## src/rtl/dptr_pipe.sv

```systemverilog
// rtl/dptr_pipe.sv - pipelined R-type datapath with forwarding and backpressure
//
// Purpose:
//   This datapath executes one MIPS R-format instruction per cycle. It has an
//   input register, an ID stage (decode and register read with forwarding), an
//   EX stage (ALU), an EX result register and a WB output register. An
//   instruction accepted at edge N is presented at edge N+3.
//   A single stall condition (out_valid && !out_ready) freezes every stage.
//   The architectural register file commits from the WB register on the
//   output transfer edge.
//
// Optional feature:
//   DPTR_SHIFT_EN - adds sll / srl / sra (funct 000000 / 000010 / 000011).
//   If the macro is undefined, those functs are reported as illegal.
//
// Ports:
//   clk        rising-edge clock
//   rst        asynchronous active-high reset
//   in_valid   instruction valid
//   in_ready   datapath accepts an instruction this cycle
//   instr      [31:26] op, [25:21] rs, [20:16] rt, [15:11] rd, [10:6] shamt, [5:0] funct
//   out_valid  result present
//   out_ready  consumer accepts the result
//   out_rd     destination register of the result
//   out_data   ALU result (0 when illegal)
//   zflag      out_data == 0
//   err        instruction was illegal

module dptr_pipe #(
  parameter int DATA_W = 32,
  parameter int REG_N  = 32
) (
  input  logic              clk,
  input  logic              rst,
  input  logic              in_valid,
  output logic              in_ready,
  input  logic [31:0]       instr,
  output logic              out_valid,
  input  logic              out_ready,
  output logic [4:0]        out_rd,
  output logic [DATA_W-1:0] out_data,
  output logic              zflag,
  output logic              err
);

  localparam int         IDX_W   = (REG_N > 1) ? $clog2(REG_N) : 1;
  localparam logic [5:0] REG_N_L = 6'(REG_N);

  localparam logic [5:0] F_ADD = 6'b100000;
  localparam logic [5:0] F_SUB = 6'b100010;
  localparam logic [5:0] F_AND = 6'b100100;
  localparam logic [5:0] F_OR  = 6'b100101;
  localparam logic [5:0] F_NOR = 6'b100111;
  localparam logic [5:0] F_SLT = 6'b101010;
`ifdef DPTR_SHIFT_EN
  localparam logic [5:0] F_SLL = 6'b000000;
  localparam logic [5:0] F_SRL = 6'b000010;
  localparam logic [5:0] F_SRA = 6'b000011;
`endif

  // Global pipeline enable: every stage moves together, or none moves.
  logic advance;
  logic out_fire;

  // Input register
  logic        id_valid_q;
  logic [31:0] id_instr_q;

  // ID decode
  logic [5:0]        id_op;
  logic [4:0]        id_rs;
  logic [4:0]        id_rt;
  logic [4:0]        id_rd;
  logic [5:0]        id_funct;
  logic              id_legal;
  logic              id_wen;
  logic [DATA_W-1:0] id_a;
  logic [DATA_W-1:0] id_b;

  // EX stage register
  logic              ex_valid_q;
  logic [DATA_W-1:0] ex_a_q;
  logic [DATA_W-1:0] ex_b_q;
  logic [5:0]        ex_funct_q;
  logic [4:0]        ex_rd_q;
  logic              ex_err_q;
  logic              ex_wen_q;
`ifdef DPTR_SHIFT_EN
  logic [4:0]        ex_shamt_q;
`endif
  logic [DATA_W-1:0] ex_res;
  logic              ex_z;

  // EX result register
  logic              wb_valid_q;
  logic [DATA_W-1:0] wb_data_q;
  logic              wb_z_q;
  logic [4:0]        wb_rd_q;
  logic              wb_err_q;
  logic              wb_wen_q;

  // WB output register
  logic              out_valid_q;
  logic [DATA_W-1:0] out_data_q;
  logic              out_z_q;
  logic [4:0]        out_rd_q;
  logic              out_err_q;
  logic              out_wen_q;

  // Architectural registers; entry 0 is reset to 0 and is never written.
  logic [DATA_W-1:0] rf_q [REG_N];

  assign advance  = !(out_valid_q && !out_ready);
  assign in_ready = advance;
  assign out_fire = out_valid_q && out_ready;

  // ---------------------------------------------------------------- input
  always_ff @(posedge clk or posedge rst) begin
    if (rst) begin
      id_valid_q <= 1'b0;
      id_instr_q <= '0;
    end else if (advance) begin
      id_valid_q <= in_valid;
      if (in_valid) begin
        id_instr_q <= instr;
      end
    end
  end

  // ------------------------------------------------------------------- ID
  assign id_op    = id_instr_q[31:26];
  assign id_rs    = id_instr_q[25:21];
  assign id_rt    = id_instr_q[20:16];
  assign id_rd    = id_instr_q[15:11];
  assign id_funct = id_instr_q[5:0];

`ifndef DPTR_SHIFT_EN
  logic unused_shamt;
  assign unused_shamt = ^id_instr_q[10:6];
`endif

  always_comb begin
    id_legal = 1'b0;
    if (id_op == 6'd0) begin
      case (id_funct)
        F_ADD, F_SUB, F_AND, F_OR, F_NOR, F_SLT: id_legal = 1'b1;
`ifdef DPTR_SHIFT_EN
        F_SLL, F_SRL, F_SRA:                     id_legal = 1'b1;
`endif
        default:                                 id_legal = 1'b0;
      endcase
    end
  end

  // The write-enable is resolved here and carried along the pipe. Forwarding
  // and commit then use a single bit, so illegal ops, rd=0 and out-of-range
  // rd never match a reader.
  assign id_wen = id_valid_q && id_legal && (id_rd != 5'd0) && ({1'b0, id_rd} < REG_N_L);

  // Youngest producer wins: the ALU output of the EX stage, then the EX result
  // register, then the WB register (which is also being committed on this
  // edge if the output transfers), and finally the register file.
  function automatic logic [DATA_W-1:0] read_fwd(input logic [4:0] idx);
    logic [DATA_W-1:0] v;
    if (idx == 5'd0 || {1'b0, idx} >= REG_N_L) begin
      v = '0;
    end else if (ex_wen_q && ex_rd_q == idx) begin
      v = ex_res;
    end else if (wb_wen_q && wb_rd_q == idx) begin
      v = wb_data_q;
    end else if (out_wen_q && out_rd_q == idx) begin
      v = out_data_q;
    end else begin
      v = rf_q[idx[IDX_W-1:0]];
    end
    return v;
  endfunction

  always_comb begin
    id_a = read_fwd(id_rs);
    id_b = read_fwd(id_rt);
  end

  always_ff @(posedge clk or posedge rst) begin
    if (rst) begin
      ex_valid_q <= 1'b0;
      ex_a_q     <= '0;
      ex_b_q     <= '0;
      ex_funct_q <= '0;
      ex_rd_q    <= '0;
      ex_err_q   <= 1'b0;
      ex_wen_q   <= 1'b0;
`ifdef DPTR_SHIFT_EN
      ex_shamt_q <= '0;
`endif
    end else if (advance) begin
      ex_valid_q <= id_valid_q;
      ex_a_q     <= id_a;
      ex_b_q     <= id_b;
      ex_funct_q <= id_funct;
      ex_rd_q    <= id_rd;
      ex_err_q   <= !id_legal;
      ex_wen_q   <= id_wen;
`ifdef DPTR_SHIFT_EN
      ex_shamt_q <= id_instr_q[10:6];
`endif
    end
  end

  // ------------------------------------------------------------------- EX
  // An illegal op produces 0, so zflag comes out as 1 without a special case.
  always_comb begin
    ex_res = '0;
    if (!ex_err_q) begin
      case (ex_funct_q)
        F_ADD:   ex_res = ex_a_q + ex_b_q;
        F_SUB:   ex_res = ex_a_q - ex_b_q;
        F_AND:   ex_res = ex_a_q & ex_b_q;
        F_OR:    ex_res = ex_a_q | ex_b_q;
        F_NOR:   ex_res = ~(ex_a_q | ex_b_q);
        F_SLT:   ex_res = {{(DATA_W-1){1'b0}}, ($signed(ex_a_q) < $signed(ex_b_q))};
`ifdef DPTR_SHIFT_EN
        // Shifts of DATA_W or more fall out as 0 / sign-fill on their own.
        F_SLL:   ex_res = ex_b_q << ex_shamt_q;
        F_SRL:   ex_res = ex_b_q >> ex_shamt_q;
        F_SRA:   ex_res = $signed(ex_b_q) >>> ex_shamt_q;
`endif
        default: ex_res = '0;
      endcase
    end
  end

  assign ex_z = (ex_res == '0);

  always_ff @(posedge clk or posedge rst) begin
    if (rst) begin
      wb_valid_q <= 1'b0;
      wb_data_q  <= '0;
      wb_z_q     <= 1'b0;
      wb_rd_q    <= '0;
      wb_err_q   <= 1'b0;
      wb_wen_q   <= 1'b0;
    end else if (advance) begin
      wb_valid_q <= ex_valid_q;
      wb_data_q  <= ex_res;
      wb_z_q     <= ex_z;
      wb_rd_q    <= ex_rd_q;
      wb_err_q   <= ex_err_q;
      wb_wen_q   <= ex_wen_q;
    end
  end

  // ------------------------------------------------------------------- WB
  always_ff @(posedge clk or posedge rst) begin
    if (rst) begin
      out_valid_q <= 1'b0;
      out_data_q  <= '0;
      out_z_q     <= 1'b0;
      out_rd_q    <= '0;
      out_err_q   <= 1'b0;
      out_wen_q   <= 1'b0;
    end else if (advance) begin
      out_valid_q <= wb_valid_q;
      out_data_q  <= wb_data_q;
      out_z_q     <= wb_z_q;
      out_rd_q    <= wb_rd_q;
      out_err_q   <= wb_err_q;
      out_wen_q   <= wb_wen_q;
    end
  end

  // Commit happens on the output transfer edge, so a stalled result is not
  // yet architectural. Readers still see it through forwarding.
  always_ff @(posedge clk or posedge rst) begin
    if (rst) begin
      for (int i = 0; i < REG_N; i++) begin
        rf_q[i] <= DATA_W'(i);
      end
    end else if (out_fire && out_wen_q) begin
      rf_q[out_rd_q[IDX_W-1:0]] <= out_data_q;
    end
  end

  assign out_valid = out_valid_q;
  assign out_rd    = out_rd_q;
  assign out_data  = out_data_q;
  assign zflag     = out_z_q;
  assign err       = out_err_q;

endmodule

```

## config.mk

```make
export PLATFORM = sky130hd
export DESIGN_NAME = dptr_pipe
export DESIGN_NICKNAME = d
export VERILOG_FILES = /design/src/rtl/dptr_pipe.sv
export SDC_FILE = /design/constraint.sdc
export NUM_CORES = 2
export LEC_CHECK = 0
export CORE_ASPECT_RATIO = 0.6
export CORE_MARGIN = 3
export CORE_UTILIZATION = 34
export CTS_CLUSTER_SIZE = 16
export DETAILED_ROUTE_END_ITERATION = 12
export GPL_TIMING_DRIVEN = 0
export PLACE_DENSITY_LB_ADDON = 0.05
export SYNTH_ARGS = -nofsm -noshare
export SYNTH_HDL_FRONTEND = slang
export SYNTH_SLANG_ARGS = --single-unit
```

## constraint.sdc

```tcl
create_clock -name clk -period 45.5 [get_ports clk]
set_clock_uncertainty 0.15 [all_clocks]
set_input_delay 4.55 -clock clk [delete_from_list [all_inputs] [get_ports clk]]
set_output_delay 4.55 -clock clk [all_outputs]
set_load 0.005 [all_outputs]
```

==> results <==
- The number of I/O pins is 77.
- The region available for standard cell placement spans 198500 sq um.
- The net total in the final layout is about 5400.
- After detailed routing, the wire length on met1 is 159200 microns.
- Setup repair after global routing left no endpoint under its margin.
- The insertion delay of the later-clocked pin in the worst-skew pair is 0.80 ns.
- The worst flop-to-flop path startpoint is id_instr_q[21].
- The first TritonRoute pass finished after 8 iterations.
- Summing the areas of all and, or, nand and nor instances in the mapped netlist gives between 4 and 5% of the synthesized area.
- The flow ran to the end, but the final reports show violations.
- The wire length on met2 is 117900 microns.
- The synthesized netlist net count is between 5000 and 6000.
- The TritonCTS clock tree is done.
- In the synthesized netlist, mux cells make up 39.39% of the area.
- The row count is 126.
- By area, the combinational part of the netlist is dominated by multiplexers.
- The synthesized netlist devotes 5.439% of its cell area to compound gates.
- The worst-case headroom to the max-slew limit is -7.205%.
- The power density over the cells is 40.40 nW/um^2.
- Synthesis inferred 1212 register bits.
- By instance count, the leading cell after synthesis is sky130_fd_sc_hd__dfrtp_1.
- In this run, synthesis inferred 0 flip-flops with an integrated enable.
- The number of antenna violations at the first check in global routing is 33.
- The post-CTS setup-driven buffer insertion count is 0.
- The post-route netlist has 41.00% of its cells at a drive strength greater than 1.
- For the final routed database, the setup TNS stands at 0 ns.
- Yosys printed 0 warnings.
- The number of clock buffers added by TritonCTS is 141.
- The post-route clock period utilization is 27.17%.
- The synthesized area divided by synthesized cell count is 13.61 sq um.
- The commonest register cell after synthesis is sky130_fd_sc_hd__dfrtp_1.
- In this run the tool buffered the top-level ports with 71 buffer cells.
- The worst setup path is launched from an input port.
- The area of combinational cells with multiple inputs is about 36000 sq um.
- Yosys attributes the largest share of cell area to sky130_fd_sc_hd__dfrtp_1 41%, sky130_fd_sc_hd__mux4_2 21%, sky130_fd_sc_hd__mux2_2 17%.
- The design draws 0.003141 W.
- The final-report max-slew violation count is 190.
- Final hold analysis gives a worst-case slack of 0.3140 ns.
- Using the TritonRoute via totals, the vias-per-cell ratio works out to between 6 and 7.
- For this configuration, the core starts out at a cell density of about a third.
- The clock passes through at most 4 buffers.
- The number of violations reported at the end of detailed-routing iteration 0 is ~7300.
- The final antenna-violating net count is 0.
- After detailed routing, the number of remaining DRC violations is 0.
- From bottom edge to top edge, the die measures 353.6 microns.
- Buffers inserted to repair hold after CTS numbered 0.
- The horizontal die dimension is 585.4 microns.
- The data required time of the worst path is 40.80 ns.
- The share of the synthesized netlist area taken by xor and xnor gates is less than 1%.
- Counting instances in the post-synthesis netlist gives the leading cell types as 1132 x sky130_fd_sc_hd__dfrtp_1, 1055 x sky130_fd_sc_hd__mux2_2, 640 x sky130_fd_sc_hd__mux4_2.
- The top cell type by area accounts for between 40% and 50% of the synthesized area.
- In this run the worst path has a maximum fanout of 10.
- For the pin with the worst max-slew slack, the measured transition is 1.608 ns.
- In the final routed layout, each cell accounts on average for 41.07 microns.
- IR analysis of the VDD net gives a maximum drop of about 0.026 mV.
- The critical path startpoint is out_ready.
- The area taken by flip-flops and latches is 30430 sq um.
- The tightest min-delay check is of the register to register type.
- Data arrives at the worst endpoint at 7.66 ns.
- After detailed routing, the met3 layer carries 41450 microns of wire.
- Detailed placement finished with a half-perimeter wire length of 235400 microns.
- The layout has 18820 filler cells.
- The clock root buffer is sky130_fd_sc_hd__clkbuf_16.
- The final critical path time including I/O delays and setup is 12.36 ns.
- The count of unique library cells instantiated by Yosys is between 80 and 90.
- The area share of fa/ha/maj cells after synthesis is 1.940%.
- Of all flip-flops after synthesis, the portion carrying an async set or reset was 100.0%.
- After synthesis, flip-flops and latches occupy 44.43% of the total area.
- Static timing analysis puts the maximum clock frequency at about 81 MHz.
- The congestion estimate from routability-driven global placement came to between 0.9 and 1.
- The via count of the first global-routing pass is 48010.
- The launch instance of the worst min-delay path is wb_valid_q.
- The number of maximum-capacitance violations is 21.
- The area of the mapped netlist is 68480 sq um.
- The kind of capture point of the worst setup path is an output port.
- The cell type with the largest total area after synthesis is sky130_fd_sc_hd__dfrtp_1.
- From synthesis to final layout, the design area changed by 13.51%.
- Global routing finished with a remaining overflow of 0.
- The highest layer touched by signal routing is met5.
- The analysis attributes to cell leakage a power of 34.44 nW.
- The count of final setup violators is 0.
- The minimum setup slack in the final design is 33.14 ns.
- The critical path in this run is classified as input port to output port.
- The final number of hold-violating endpoints was 0.
- CTS saw 1212 sinks.
- Post-CTS repair changed the size of 0 cells.
- The routed wire length is 328300 microns.
- After clock tree synthesis, the clock-pin slew on the worst setup and hold paths is 0.06 ns.
- The post-synthesis cell count is 5032.
- The checks that failed: max-capacitance violations, max-slew violations.
- Entering global routing, the biggest net connects 121 pins.
- In this run the number of H-tree levels came out at 4.
- The die covers 207000 sq um.
- The setup slack after placement is 33.12 ns.
- The first global-routing pass estimated 439400 microns of wire.
- The total number of vias is 50570.
- The total global routing track utilization is roughly a third.
[registers in the layout (all words and copies together), names as in the netlist, 5 cells and up]
register / count
ex_a_q: 32
id_instr_q: 27
rf_q: 1024
wb_rd_q: 5
out_rd: 5
ex_funct_q: 6
ex_b_q: 32
wb_data_q: 32
ex_rd_q: 5
out_data: 32
[final timing paths]
path | endpoint | slack (ns) | cells past startpoint
min in group asynchronous | rf_q[551] | 4.04 | 2
setup / recovery | in_ready | 33.14 | 6
max in group asynchronous | ex_b_q[16] | 38.94 | 5
hold / removal | wb_valid_q | 0.31 | 2
hold reg to reg | wb_valid_q | 0.31 | 2
setup reg to reg | ex_a_q[15] | 38.41 | 11
[worst max-delay path, stage by stage]
cell and delay [ns]:
sky130_fd_sc_hd__clkdlybuf4s50_1 0.59, sky130_fd_sc_hd__nor2b_1 0.11, sky130_fd_sc_hd__clkinv_1 0.22, sky130_fd_sc_hd__clkbuf_1 0.73, sky130_fd_sc_hd__clkbuf_1 0.77, sky130_fd_sc_hd__clkdlybuf4s50_1 0.67
[cells in the final DEF, fill, tap and decap left out, drive strengths merged, types with 26 or more instances in the layout]
master,n
dfrtp,1132
o21ai,126
a211oi,57
xor2,30
mux2i,68
buf,164
a21oi,160
xnor2,47
inv,102
o22ai,59
mux2,1055
nor2,161
clkdlybuf4s50,71
clkbuf,548
nand2,379
dfstp,80
ha,103
mux4,640
nand3,26
[final cells by class]
class                      instances  share of cell area [%]
antenna                            7                 0.02253
clock buffer                     207                   5.324
timing repair buffer              95                   1.579
sequential                      1212                   39.14
buffer                           481                   2.599
multi-input combinational       3236                   46.10
clock inverter                    29                  0.4990
tap                             2624                   4.223
inverter                         103                  0.5070
[cells by family (layout without fill, tap and decap cells)]
family          after synthesis  after routing
buf+inv                     584            915
mux                        1763           1763
simple gates                716            716
other cells                   0              7
fa+ha+maj                   105            105
flops                      1212           1212
compound gates              575            575
xor+xnor                     77             77
[metrics by stage]
step | util, % | std cells | cell area (sq um)
5_1_grt | 39.16 | 7987 | 77720
4_1_cts | 39.15 | 7987 | 77700
2_1_floorplan | - | 5032 | 68480
6_report | 39.17 | 7994 | 77740
3_3_place_gp | 36.52 | 7727 | 72480
3_5_place_dp | 36.87 | 7751 | 73180
[where the power goes]
part | switching, W | internal (W)
combinational | 0.000595 | 0.000225
clock | 0.000500 | 0.000679
sequential | 0.0000398 | 0.00110
total | 0.00114 | 0.00201
[layer usage]
metal  track usage, %  up-vias
li1                 -    19600
met1            50.54    27690
met2            37.44     2835
met3            12.29      433
met4            7.938       14
met5            1.089        -
Note: power is estimated with default switching activity, not from simulation.
